--- src/rtl/sweep_monitor.sv ---
// sweep_monitor: watches the one-hot LED bar of a rotating-bit stage, tracks the
// lit position, counts completed sweeps in BCD and latches a sticky fault after
// ERR_LIMIT consecutive bad samples.
//
// Ports:
//   clk_05    - clock, rising edge active
//   rst       - asynchronous active-low reset
//   led_in    - LED bar, led_in[i]=1 means position i is lit
//   clr_n     - synchronous active-low clear of tracking state, counters and fault
//   pos       - tracked position index 0..N-1
//   pos_valid - pos holds a valid tracked position
//   sweep_bcd - completed sweeps, BCD tens [7:4] / ones [3:0]
//   hex1/hex0 - active-low 7-segment codes of the tens / ones digit
//   err       - sticky fault flag
module sweep_monitor #(
  parameter int unsigned N         = 10,
  parameter int unsigned ERR_LIMIT = 3
) (
  input  logic         clk_05,
  input  logic         rst,
  input  logic [0:N-1] led_in,
  input  logic         clr_n,
  output logic [3:0]   pos,
  output logic         pos_valid,
  output logic [7:0]   sweep_bcd,
  output logic [6:0]   hex1,
  output logic [6:0]   hex0,
  output logic         err
);

  localparam int unsigned   PW       = 4;
  localparam int unsigned   BW       = $clog2(ERR_LIMIT + 1);
  localparam logic [PW-1:0] LAST_POS = PW'(N - 1);
  localparam logic [BW-1:0] BAD_MAX  = BW'(ERR_LIMIT);

  typedef enum logic [1:0] {
    IDLE  = 2'd0,
    TRACK = 2'd1,
    FAULT = 2'd2
  } state_e;

  state_e        state_q;
  logic [0:N-1]  sample_q;
  logic [PW-1:0] pos_q;
  logic          valid_q;
  logic [7:0]    bcd_q;
  logic [BW-1:0] bad_q;
  logic          err_q;

  logic          smp_any;
  logic          smp_multi;
  logic          smp_onehot;
  logic [PW-1:0] smp_idx;
  logic          step_ok;
  logic          sweep_wrap;
  logic [BW-1:0] bad_d;
  logic [7:0]    bcd_d;

  // Classify the registered sample: any bit set, more than one set, last set index.
  always_comb begin
    smp_any   = 1'b0;
    smp_multi = 1'b0;
    smp_idx   = '0;
    for (int i = 0; i < int'(N); i++) begin
      if (sample_q[i]) begin
        smp_multi = smp_multi | smp_any;
        smp_any   = 1'b1;
        smp_idx   = PW'(i);
      end
    end
  end

  assign smp_onehot = smp_any & ~smp_multi;
  // Wrap is tested before step so N=16 cannot alias pos+1 onto index 0.
  assign sweep_wrap = smp_onehot && (smp_idx == '0) && (pos_q == LAST_POS);
  assign step_ok    = smp_onehot && ((smp_idx == pos_q) || (smp_idx == pos_q + PW'(1)));

  // Saturating bad-sample counter increment.
  assign bad_d = (bad_q == BAD_MAX) ? bad_q : bad_q + BW'(1);

  // BCD increment, 99 rolls over to 00.
  always_comb begin
    bcd_d = bcd_q;
    if (bcd_q[3:0] == 4'd9) begin
      bcd_d[3:0] = 4'd0;
      bcd_d[7:4] = (bcd_q[7:4] == 4'd9) ? 4'd0 : bcd_q[7:4] + 4'd1;
    end else begin
      bcd_d[3:0] = bcd_q[3:0] + 4'd1;
    end
  end

  // Sample register and tracking FSM.
  always_ff @(posedge clk_05 or negedge rst) begin
    if (!rst) begin
      sample_q <= '0;
      state_q  <= IDLE;
      pos_q    <= '0;
      valid_q  <= 1'b0;
      bcd_q    <= '0;
      bad_q    <= '0;
      err_q    <= 1'b0;
    end else begin
      sample_q <= led_in;
      if (!clr_n) begin
        state_q <= IDLE;
        pos_q   <= '0;
        valid_q <= 1'b0;
        bcd_q   <= '0;
        bad_q   <= '0;
        err_q   <= 1'b0;
      end else begin
        case (state_q)
          IDLE: begin
            if (smp_onehot && (smp_idx == '0)) begin
              state_q <= TRACK;
              pos_q   <= '0;
              valid_q <= 1'b1;
            end else begin
              valid_q <= 1'b0;
            end
          end
          TRACK: begin
            if (!smp_any) begin
              state_q <= IDLE;
              valid_q <= 1'b0;
              bad_q   <= '0;
            end else if (sweep_wrap) begin
              pos_q <= '0;
              bcd_q <= bcd_d;
              bad_q <= '0;
            end else if (step_ok) begin
              pos_q <= smp_idx;
              bad_q <= '0;
            end else begin
              bad_q <= bad_d;
              if (bad_d == BAD_MAX) begin
                state_q <= FAULT;
                err_q   <= 1'b1;
                valid_q <= 1'b0;
              end
            end
          end
          FAULT: begin
            err_q   <= 1'b1;
            valid_q <= 1'b0;
          end
          default: state_q <= IDLE;
        endcase
      end
    end
  end

  // Active-low 7-segment encoding, segments {g,f,e,d,c,b,a}.
  function automatic logic [6:0] seg7(input logic [3:0] d);
    case (d)
      4'd0:    seg7 = 7'b1000000;
      4'd1:    seg7 = 7'b1111001;
      4'd2:    seg7 = 7'b0100100;
      4'd3:    seg7 = 7'b0110000;
      4'd4:    seg7 = 7'b0011001;
      4'd5:    seg7 = 7'b0010010;
      4'd6:    seg7 = 7'b0000010;
      4'd7:    seg7 = 7'b1111000;
      4'd8:    seg7 = 7'b0000000;
      4'd9:    seg7 = 7'b0010000;
      default: seg7 = 7'b1111111;
    endcase
  endfunction

  assign pos       = pos_q;
  assign pos_valid = valid_q;
  assign sweep_bcd = bcd_q;
  assign err       = err_q;
  assign hex0      = seg7(bcd_q[3:0]);
  assign hex1      = seg7(bcd_q[7:4]);

endmodule

--- config.mk ---
export PLATFORM = sky130hd
export DESIGN_NAME = sweep_monitor
export DESIGN_NICKNAME = d
export VERILOG_FILES = /design/src/rtl/sweep_monitor.sv
export SDC_FILE = /design/constraint.sdc
export NUM_CORES = 1
export LEC_CHECK = 0
export ABC_AREA = 1
export CAP_MARGIN = 20
export CORE_ASPECT_RATIO = 0.75
export CORE_MARGIN = 3
export CORE_UTILIZATION = 40
export DETAILED_ROUTE_END_ITERATION = 8
export GPL_TIMING_DRIVEN = 0
export SLEW_MARGIN = 10
export SYNTH_ARGS = -nofsm -noshare
export SYNTH_HDL_FRONTEND = slang
export SYNTH_SLANG_ARGS = --single-unit
--- constraint.sdc ---
create_clock -name clk_05 -period 4.1 [get_ports clk_05]
set_input_delay 0.41 -clock clk_05 [delete_from_list [all_inputs] [get_ports clk_05]]
set_output_delay 0.41 -clock clk_05 [all_outputs]
set_load 0.02 [all_outputs]
==> results by group, run 1 <==
Setup path
  • RR Endpoint: bad_q[1]
  • Critical path launch point: sweep_bcd[2]
  • CP Class: reg -> out
  • Worst setup path endpoint: hex0[5]
  • Register-to-Register Path Depth: 11
  • Critical path peak fanout: 10
  • Worst R2R Setup Slack: between 2 and 2.5 ns
  • Critical Path Sink Type: output pin
  • Critical Path RT: 3.69 ns
  • WP data arrival: 2.25 ns
  • Origin of the critical flop-to-flop path: sample_q[9]
  • Startpoint Class: flip-flop

Place
  • Buffers on Ports: 39
  • Area post-placement: 2541 µm²
  • Final HPWL DP: 3363 µm
  • Gpl congestion: 0.8249

Layout
  • Synth-to-layout area growth: 25.56%
  • Finished Cell Area: between 2000 and 3000 µm²
  • Nets: about 350
  • Fillers: 488
  • Share of cells above drive strength 1: 9.119%
  • # diodes: 0
  • Util after Layout: 52.73%

STA
  • Final Cycle Share: between 60% and 70%
  • Setup-failing EPs final: 0
  • Final hold vios: 0
  • Slew HR: 58.03%
  • Final clock skew: ~0.010 ns
  • Final Max Tran Viols: 0
  • Period minus WS final: approximately 2.7 ns
  • Hold slack: 0.1356 ns
  • RSZ-0062 raised after global routing: no
  • Actual slew at the worst max-slew pin: 0.6295 ns
  • Max Fclk: between 0.3 and 0.4 GHz
  • Final TNS setup: 0 ns

Status
  • Status: complete, no violations

Route
  • DRC viols: 0
  • WL per Instance: 11.26 µm
  • Via density: approximately 4.8
  • 1st-iter DRT viols: 81
  • Routed wire length: roughly 4300 µm
  • Vias post-DR: around 1800
  • Antenna Nets Post-Route: 0
  • DRT Pass-1 Iters: 4

Clock network
  • Post CTS Setup Buffer Count: 0
  • Worst-case clock buffer depth: 2
  • CTS tree: done
  • CTS Buf Count: 3
  • PostCTS Resize Cnt: 0
  • CTS clk-pin slew, worst paths: ~0.10 ns
  • Hold buffer count at cts: 0
  • CTS H-tree lvls: 1
  • CTS root buf: clkbuf_8
  • Worst-Skew Late Latency: 0.28 ns
  • CTS sink cnt: 28

Logic synthesis
  • Synth Cell Area: 2081 µm²
  • Warning count from the yosys run: 0
  • Yosys top cell area share: between 30% and 40%
  • Mapped Cells: 275
  • Cell variety after synth: 37
  • Area leader, netlist: dfrtp_1
  • Sequential share of the synthesized area: about a third
  • Synth top area cells: dfrtp_1, nand2_1, ha_1
  • Average size of a mapped cell: 7.566 µm²
  • Seq cells post-synth: 28
  • Syn Nets: 304

Floorplanning
  • Die X: slightly below 90 µm
  • IO Pins: 41
  • Die Ht: between 60 and 70 µm
  • Die ar.: 6112 µm²
  • CORE AREA: approximately 5000 µm²
  • Starting density of the core: 41.99%
  • Floorplan row count: 22

Power
  • Clock share of power: 15.8%
  • P_sw: 584.0 µW
  • Part of the power in combinational logic: a little under three fifths
  • Internal power: approximately 800 µW
  • Switching share of power: a little over two fifths
  • Static leakage: 1.249 nW
  • Maximum vdd ir drop: between 200 and 300 µV
  • Part of the power in registers: approximately 28%
  • Pwr Density: 526.1 nW/µm²

Min path
  • Worst hold path type: in -> async

Global routing
  • All-layer global routing usage: 15.60%
  • First-pass GRT wire length: 7596 µm
  • Largest net degree at the start of global routing: 29
  • Initial antenna violation count: 0
  • Number of global-route vias before repair: 1651
  • Grt total ovfl: 0

Job
  • Max_cap viols: 0
stage by stage:
step	std cells	power (mW)	setup slack (ns)
floorplan	275	0.8750	1.950
global placement	374	1.168	1.753
detailed placement	374	1.162	1.751
CTS	378	1.386	1.440
global route	378	1.501	1.269
finish	378	1.374	1.441
worst min path at each step:
stage	start	to	slack, ns	depth (start not counted)
CTS	rst	pos_valid	0.16	1
floorplan	rst	bad_q[0]	0.11	0
finish	rst	pos[2]	0.14	1
global placement	pos_valid	pos_valid	0.46	2
detailed placement	pos_valid	pos_valid	0.46	2
global route	rst	pos[2]	0.19	1
logic make-up after synthesis:
logic type | share of synthesized area [%]
AOI/OAI and AO/OA | 12.27
xor gates and xnor gates | 3.308
adders and majority gates | 9.621
buffers and inverters | 7.757
DFF | 33.67
and+or+nand+nor | 33.37
registers in the layout, indices dropped and copies added, names as in the netlist:
register	cells
sample_q	10
err	1
state_q	2
sweep_bcd	8
bad_q	2
pos	4
pos_valid	1
Yosys cell counts (all sizes together):
library cell,n
nor2,24
o311ai,1
a31oi,2
nand3,29
or2,1
nand3b,1
xor2,4
dfrtp,28
o211ai,1
ha,16
buf,1
xnor2,3
nand4,3
a22oi,1
o22ai,2
nand2,77
a21oi,5
clkbuf,2
nor3b,1
nor3,5
o21ai,29
inv,39
routing by layer:
metal / global-route usage, % / vias up / routed length [µm]
met4: 2.230 / 0 / 18
met5: 0 / - / 0
met1: 24.49 / 804 / 2506
met2: 22.33 / 30 / 1591
li1: - / 972 / -
met3: 2.888 / 2 / 139
worst max-delay path, cell delays in order, from the launching register on:
cell             delay, ns
dfrtp_1               0.43
clkbuf_1              0.21
o21ai_0               0.51
o311ai_0              0.23
clkdlybuf4s50_1       0.58
cell type report:
cell class | count | area [µm²] | share of cell area [%]
clock buffer | 3 | 41.29 | 1.580
inverter | 39 | 146.4 | 5.603
sequential | 28 | 700.7 | 26.82
buffer | 3 | 15.01 | 0.5747
tap | 60 | 75.07 | 2.874
timing repair buffer | 39 | 385.4 | 14.75
clock inverter | 1 | 30.03 | 1.149
multi-input combinational | 205 | 1219 | 46.65
layout by cell type (no fill, tap or decap), drive strengths merged, types with 2 or more instances in the layout:
cell type / Yosys / routed
nor3: 5 / 5
nand4: 3 / 3
o21ai: 29 / 29
xnor2: 3 / 3
xor2: 4 / 4
o22ai: 2 / 2
buf: 1 / 2
clkbuf: 2 / 5
dfrtp: 28 / 28
clkdlybuf4s50: 0 / 38
nand3: 29 / 29
ha: 16 / 16
nor2: 24 / 24
a31oi: 2 / 2
inv: 39 / 39
a21oi: 5 / 5
nand2: 77 / 77
power groups by stage:
| stage | clock [mW] | combinational [mW] | sequential [mW] |
|---|---|---|---|
| detailed placement | 0 | 0.768 | 0.394 |
| global route | 0.233 | 0.868 | 0.399 |
| floorplan | 0 | 0.457 | 0.419 |
| finish | 0.217 | 0.769 | 0.388 |
| global placement | 0 | 0.772 | 0.395 |
| CTS | 0.224 | 0.773 | 0.389 |
Note: power is estimated with default switching activity, not from simulation.
==> run 2: changes to the inputs <==
PLACE_DENSITY = 0.67   (was not set)
clock period = 2.4 ns   (was 4.1 ns; I/O delays follow)
==> results by group, run 2 (synthesis results as in run 1) <==
Clock network
  • Post CTS Setup Buffer Count: 0 (unchanged)
  • CTS H-tree lvls: 1 (unchanged)
  • CTS clk-pin slew, worst paths: 0.11 ns (about the same)
  • CTS sink cnt: 28 (unchanged)
  • CTS Buf Count: 3 (unchanged)
  • Worst-Skew Late Latency: 0.28 ns (about the same)
  • Worst-case clock buffer depth: 2 (unchanged)
  • CTS tree: done
  • CTS root buf: clkbuf_8

STA
  • Slew HR: 58.21% (+0.18 points)
  • Period minus WS final: 2.224 ns
  • Final hold vios: 0 (unchanged)
  • Max Fclk: 0.4497 GHz
  • Final Cycle Share: 92.65%
  • Final Max Tran Viols: 0 (unchanged)
  • Actual slew at the worst max-slew pin: 0.6268 ns (-0.002716 ns)
  • Final TNS setup: 0 ns (unchanged)
  • RSZ-0062 raised after global routing: no
  • Setup-failing EPs final: 0 (unchanged)
  • Final clock skew: 0.01166 ns (+0.001233 ns)

Setup path
  • Critical Path RT: 2.16 ns (-1.53 ns)
  • CP bufs+invs: 2 (unchanged)
  • Critical Path Sink Type: output pin
  • Cell chain of the critical path: inv_1 -> ha_1 -> o21ai_0 -> o21ai_0 -> clkdlybuf4s50_1
  • CP Class: reg -> out
  • Most frequent cell on the critical path: o21ai_0
  • Critical path's top delay family: buffers and inverters
  • WP data arrival: 1.98 ns (-0.27 ns)
  • Critical path peak fanout: 7 (-3)
  • Startpoint Class: flip-flop
  • CP peak stage delay: 0.56 ns (-0.02 ns)
  • Slowest CP cell: clkdlybuf4s50_1

Route
  • 1st-iter DRT viols: 77 (-4.9%)
  • Routed wire length: 4489 µm (+5.5%)
  • WL per Instance: 11.88 µm (+5.5%)
  • Vias post-DR: 1830 (+1.2%)
  • DRC viols: 0 (unchanged)
  • Via density: 4.841 (+1.2%)
  • Antenna Nets Post-Route: 0 (unchanged)
  • DRT Pass-1 Iters: 4 (unchanged)

Min path
  • Worst hold path type: in -> reg

Floorplanning
  • CORE AREA: 4955 µm² (unchanged)
  • Die Ht: 68.46 µm (unchanged)
  • IO Pins: 41 (unchanged)
  • Die ar.: 6112 µm² (unchanged)
  • Die X: 89.28 µm (unchanged)
  • Starting density of the core: 41.99% (unchanged)
  • Floorplan row count: 22 (unchanged)

Power
  • Maximum vdd ir drop: 652.9 µV (+130%)
  • Static leakage: 1.300 nW (+4.0%)
  • Pwr Density: 899.3 nW/µm² (+71%)

Global routing
  • Largest net degree at the start of global routing: 29 (unchanged)
  • First-pass GRT wire length: 7921 µm (+4.3%)
  • All-layer global routing usage: 16.45% (+0.84 points)
  • Initial antenna violation count: 0 (unchanged)
  • Grt total ovfl: 0 (unchanged)
  • Number of global-route vias before repair: 1712 (+3.7%)

Place
  • Final HPWL DP: 3523 µm (+4.8%)
  • Gpl congestion: 0.8438 (+2.3%)
  • Buffers on Ports: 39 (unchanged)
  • Placed Cells: 374 (unchanged)

Layout
  • Register with the most flip-flops: sample_q
  • Synth-to-layout area growth: 26.40%
  • Fillers: 474 (-2.9%)
  • # diodes: 0 (unchanged)
  • Non-Filler Instances: 378 (unchanged)
  • Nets: 348 (unchanged)
  • Most common library cell in the layout ignoring fill and taps: nand2_1
  • Largest register FFs: 10 (unchanged)
  • Share of cells above drive strength 1: 9.434% (+0.31 points)
  • Most frequent cells in the layout: nand2_1, inv_1, clkdlybuf4s50_1, dfrtp_1, nand3_1

Job
  • Max_cap viols: 0 (unchanged)

Status
  • Status: complete, no violations
[run 2: power breakdown]
group,internal (mW),switching [mW]
Combinational,0.565,0.743
Sequential,0.560,0.120
Clock,0.223,0.154
Total,1.35,1.02
[run 2: routing by layer]
layer | global-route usage (%) | vias up | share of wire [%]
met4 | 2.230 | 0 | 0.67
met3 | 3.129 | 2 | 3.1
met5 | 0 | - | 0
met2 | 25.46 | 38 | 41
li1 | - | 970 | -
met1 | 24.29 | 820 | 55
[run 2: path summary, 6_finish.rpt]
| check | slack [ns] | end | start | cells after the start |
|---|---|---|---|---|
| hold / removal | 0.35 | sweep_bcd[3] | clr_n | 3 |
| setup reg to reg | 0.50 | state_q[1] | pos[0] | 11 |
| min in group asynchronous | 0.50 | pos[1] | rst | 2 |
| max in group asynchronous | 1.45 | sweep_bcd[4] | rst | 2 |
| setup / recovery | 0.18 | hex0[0] | sweep_bcd[1] | 5 |
| hold reg to reg | 0.48 | pos_valid | pos_valid | 2 |
[run 2: cell type report]
type | count | area, µm² | share of cell area [%]
timing repair buffer | 40 | 405.4 | 15.41
multi-input combinational | 205 | 1219 | 46.34
clock inverter | 1 | 30.03 | 1.142
inverter | 39 | 146.4 | 5.566
buffer | 2 | 11.26 | 0.4282
tap | 60 | 75.07 | 2.854
sequential | 28 | 701.9 | 26.69
clock buffer | 3 | 41.29 | 1.570
[run 2: what timing repair did]
action | 4_1_cts | 5_1_grt
hold buffers | 1 | 0
pin swaps | 0 | 0
resized for setup | 2 | 5
endpoints found under the setup margin | 4 | 9
hold endpoints to repair | 12 | 0
[run 2: through the flow]
step	cell area [µm²]	worst slack, ns	utilization (%)	power, mW	hold slack (ns)
after floorplan	2081	0.4203	-	1.495	-0.05559
after global placement	2546	0.2546	51.39	1.989	0.4597
after detailed placement	2541	0.2198	51.29	1.997	0.3053
after CTS	2624	0.009710	52.95	2.397	0.3487
after global routing	2630	0.01047	53.08	2.586	0.3748
final	2630	0.1764	53.08	2.365	0.3485
[run 2: worst min-delay path: stages]
cell     delay (ns)
buf_4          0.17
o21ai_4        0.11
o21ai_0        0.08
==> run 3: changes to the inputs <==
CORE_ASPECT_RATIO = 0.9   (was 0.75)
==> results by group, run 3 (synthesis results as in run 1) <==
Place
  • Placed Cells: 379 (+1.3%)
  • Buffers on Ports: 39 (unchanged)
  • Gpl congestion: 0.8235 (-2.4%)
  • Final HPWL DP: 3325 µm (-5.6%)

Clock network
  • CTS clk-pin slew, worst paths: 0.09 ns (-0.02 ns)
  • Post CTS Setup Buffer Count: 0 (unchanged)
  • CTS H-tree lvls: 1 (unchanged)
  • CTS Buf Count: 3 (unchanged)
  • CTS root buf: clkbuf_8
  • Worst-case clock buffer depth: 2 (unchanged)
  • CTS tree: done
  • CTS sink cnt: 28 (unchanged)
  • Worst-Skew Late Latency: 0.27 ns (about the same)

Setup path
  • Critical path peak fanout: 10 (+3)
  • Critical Path Sink Type: output pin
  • Startpoint Class: flip-flop
  • Origin of the critical flop-to-flop path: sample_q[9]
  • Critical Path RT: 2.16 ns (about the same)
  • CP Class: reg -> out
  • WP data arrival: 1.98 ns (about the same)
  • Worst R2R Setup Slack: 0.55 ns (+0.05 ns)
  • Register-to-Register Path Depth: 11 (unchanged)
  • RR Endpoint: pos[1]

Layout
  • Non-Filler Instances: 382 (+1.1%)
  • Most common library cell in the layout ignoring fill and taps: nand2_1
  • Most frequent cells in the layout: nand2_1, inv_1, clkdlybuf4s50_1, dfrtp_1, nand3_1
  • Nets: 348 (unchanged)
  • Fillers: 499 (+5.3%)
  • Multi-input gate area: 1219 µm² (unchanged)
  • Share of cells above drive strength 1: 9.148% (-0.29 points)
  • Reg area: 701.9 µm² (unchanged)
  • Register with the most flip-flops: sample_q
  • # diodes: 0 (unchanged)
  • Largest register FFs: 10 (unchanged)
  • Synth-to-layout area growth: 25.26%

Power
  • Internal power: 1.236 mW (-8.3%)
  • Part of the power in combinational logic: 58.6% (+3.3 points)
  • Static leakage: 1.286 nW (-1.1%)
  • Clock share of power: 11.3% (-4.6 points)
  • Maximum vdd ir drop: 486.6 µV (-25%)
  • Part of the power in registers: 30.1% (+1.4 points)
  • P_sw: 987.6 µW (-2.8%)
  • Switching share of power: 44.42% (+1.4 points)
  • Pwr Density: 853.2 nW/µm² (-5.1%)
  • Tot Pwr: 2.224 mW (-6.0%)

Floorplanning
  • CORE AREA: 4925 µm² (-0.61%)
  • Floorplan row count: 24 (+9.1%)
  • Die X: 82.03 µm (-8.1%)
  • Die ar.: 6105 µm² (-0.12%)
  • Die Ht: 74.43 µm (+8.7%)
  • Starting density of the core: 42.25% (+0.26 points)
  • IO Pins: 41 (unchanged)

Min path
  • Worst Hold Endpoint: sweep_bcd[0]
  • Worst hold path type: in -> reg
  • HP Start: clr_n
  • Hold depth: 3 (unchanged)

Global routing
  • All-layer global routing usage: 15.46% (-0.99 points)
  • Initial antenna violation count: 0 (unchanged)
  • Number of global-route vias before repair: 1719 (+0.41%)
  • Largest net degree at the start of global routing: 29 (unchanged)
  • Grt total ovfl: 0 (unchanged)
  • First-pass GRT wire length: 7493 µm (-5.4%)

Route
  • Vias post-DR: 1833 (+0.16%)
  • 1st-iter DRT viols: 82 (+6.5%)
  • Via density: 4.798 (-0.88%)
  • Antenna Nets Post-Route: 0 (unchanged)
  • WL per Instance: 11.10 µm (-6.6%)
  • Routed wire length: 4239 µm (-5.6%)
  • DRC viols: 0 (unchanged)
  • DRT Pass-1 Iters: 5 (+1)

STA
  • Final hold vios: 0 (unchanged)
  • Final Cycle Share: 92.47% (-0.18 points)
  • Actual slew at the worst max-slew pin: 0.6267 ns (-0.0001262 ns)
  • Final Max Tran Viols: 0 (unchanged)
  • RSZ-0062 raised after global routing: no
  • Final TNS setup: 0 ns (unchanged)
  • Max Fclk: 0.4506 GHz (+0.20%)
  • Slew HR: 58.22% (about the same)
  • Hold slack: 0.3564 ns (+0.007944 ns)
  • Final clock skew: 0.002171 ns (-0.009494 ns)
  • Period minus WS final: 2.219 ns (-0.004379 ns)
  • Setup-failing EPs final: 0 (unchanged)

Job
  • Max_cap viols: 0 (unchanged)

Status
  • Status: complete, no violations
[run 3: worst max path at each step]
stage	startpoint	end	depth (start not counted)
after floorplan	sweep_bcd[0]	hex0[5]	3
after global placement	sweep_bcd[4]	hex1[3]	6
after CTS	sweep_bcd[1]	hex0[5]	4
after detailed placement	sweep_bcd[2]	hex0[5]	4
after global routing	sweep_bcd[6]	hex1[0]	4
final	sweep_bcd[6]	hex1[0]	4
[run 3: power by group through the flow]
stage          Combinational, mW  Sequential [mW]  Clock (mW)
6_report                    1.30            0.669       0.251
5_1_grt                     1.45            0.691       0.286
4_1_cts                     1.33            0.665       0.263
3_5_place_dp                1.32            0.670           0
3_3_place_gp                1.31            0.671           0
2_1_floorplan              0.780            0.715           0
[run 3: repair_timing]
action,4_1_cts,5_1_grt
hold buffers,1,0
setup endpoints to repair,3,5
resized for setup,3,4
hold endpoints to repair,2,0
[run 3: metal layers]
layer	part of all wire, %	track usage (%)	vias to the layer above	routed length, µm
met5	0	0	-	0
met4	0.64	2.768	0	27
met3	3.1	3.269	2	130
met2	48	26.28	34	2022
met1	49	20.51	820	2059
li1	-	-	977	-
[run 3: critical path: stages, from the launching register on]
cell	delay [ns]
dfrtp_1	0.38
clkbuf_1	0.22
o21ai_1	0.38
o21ai_0	0.17
clkdlybuf4s50_1	0.57
[run 3: per-stage QoR]
step	setup WS [ns]	instance area [µm²]	utilization [%]
5_1_grt	0.01722	2606	52.92
2_1_floorplan	0.4203	2081	-
4_1_cts	0.03258	2600	52.79
6_report	0.1808	2606	52.92
3_3_place_gp	0.2913	2552	51.83
3_5_place_dp	0.2692	2547	51.73
[run 3: area by class of cell]
class                           count  area share (%)
Timing Repair Buffer               40           15.55
Buffer                              2          0.4321
Clock buffer                        3           1.584
Tap cell                           65           3.120
Inverter                           39           5.617
Multi-Input combinational cell    205           46.76
Sequential cell                    28           26.93
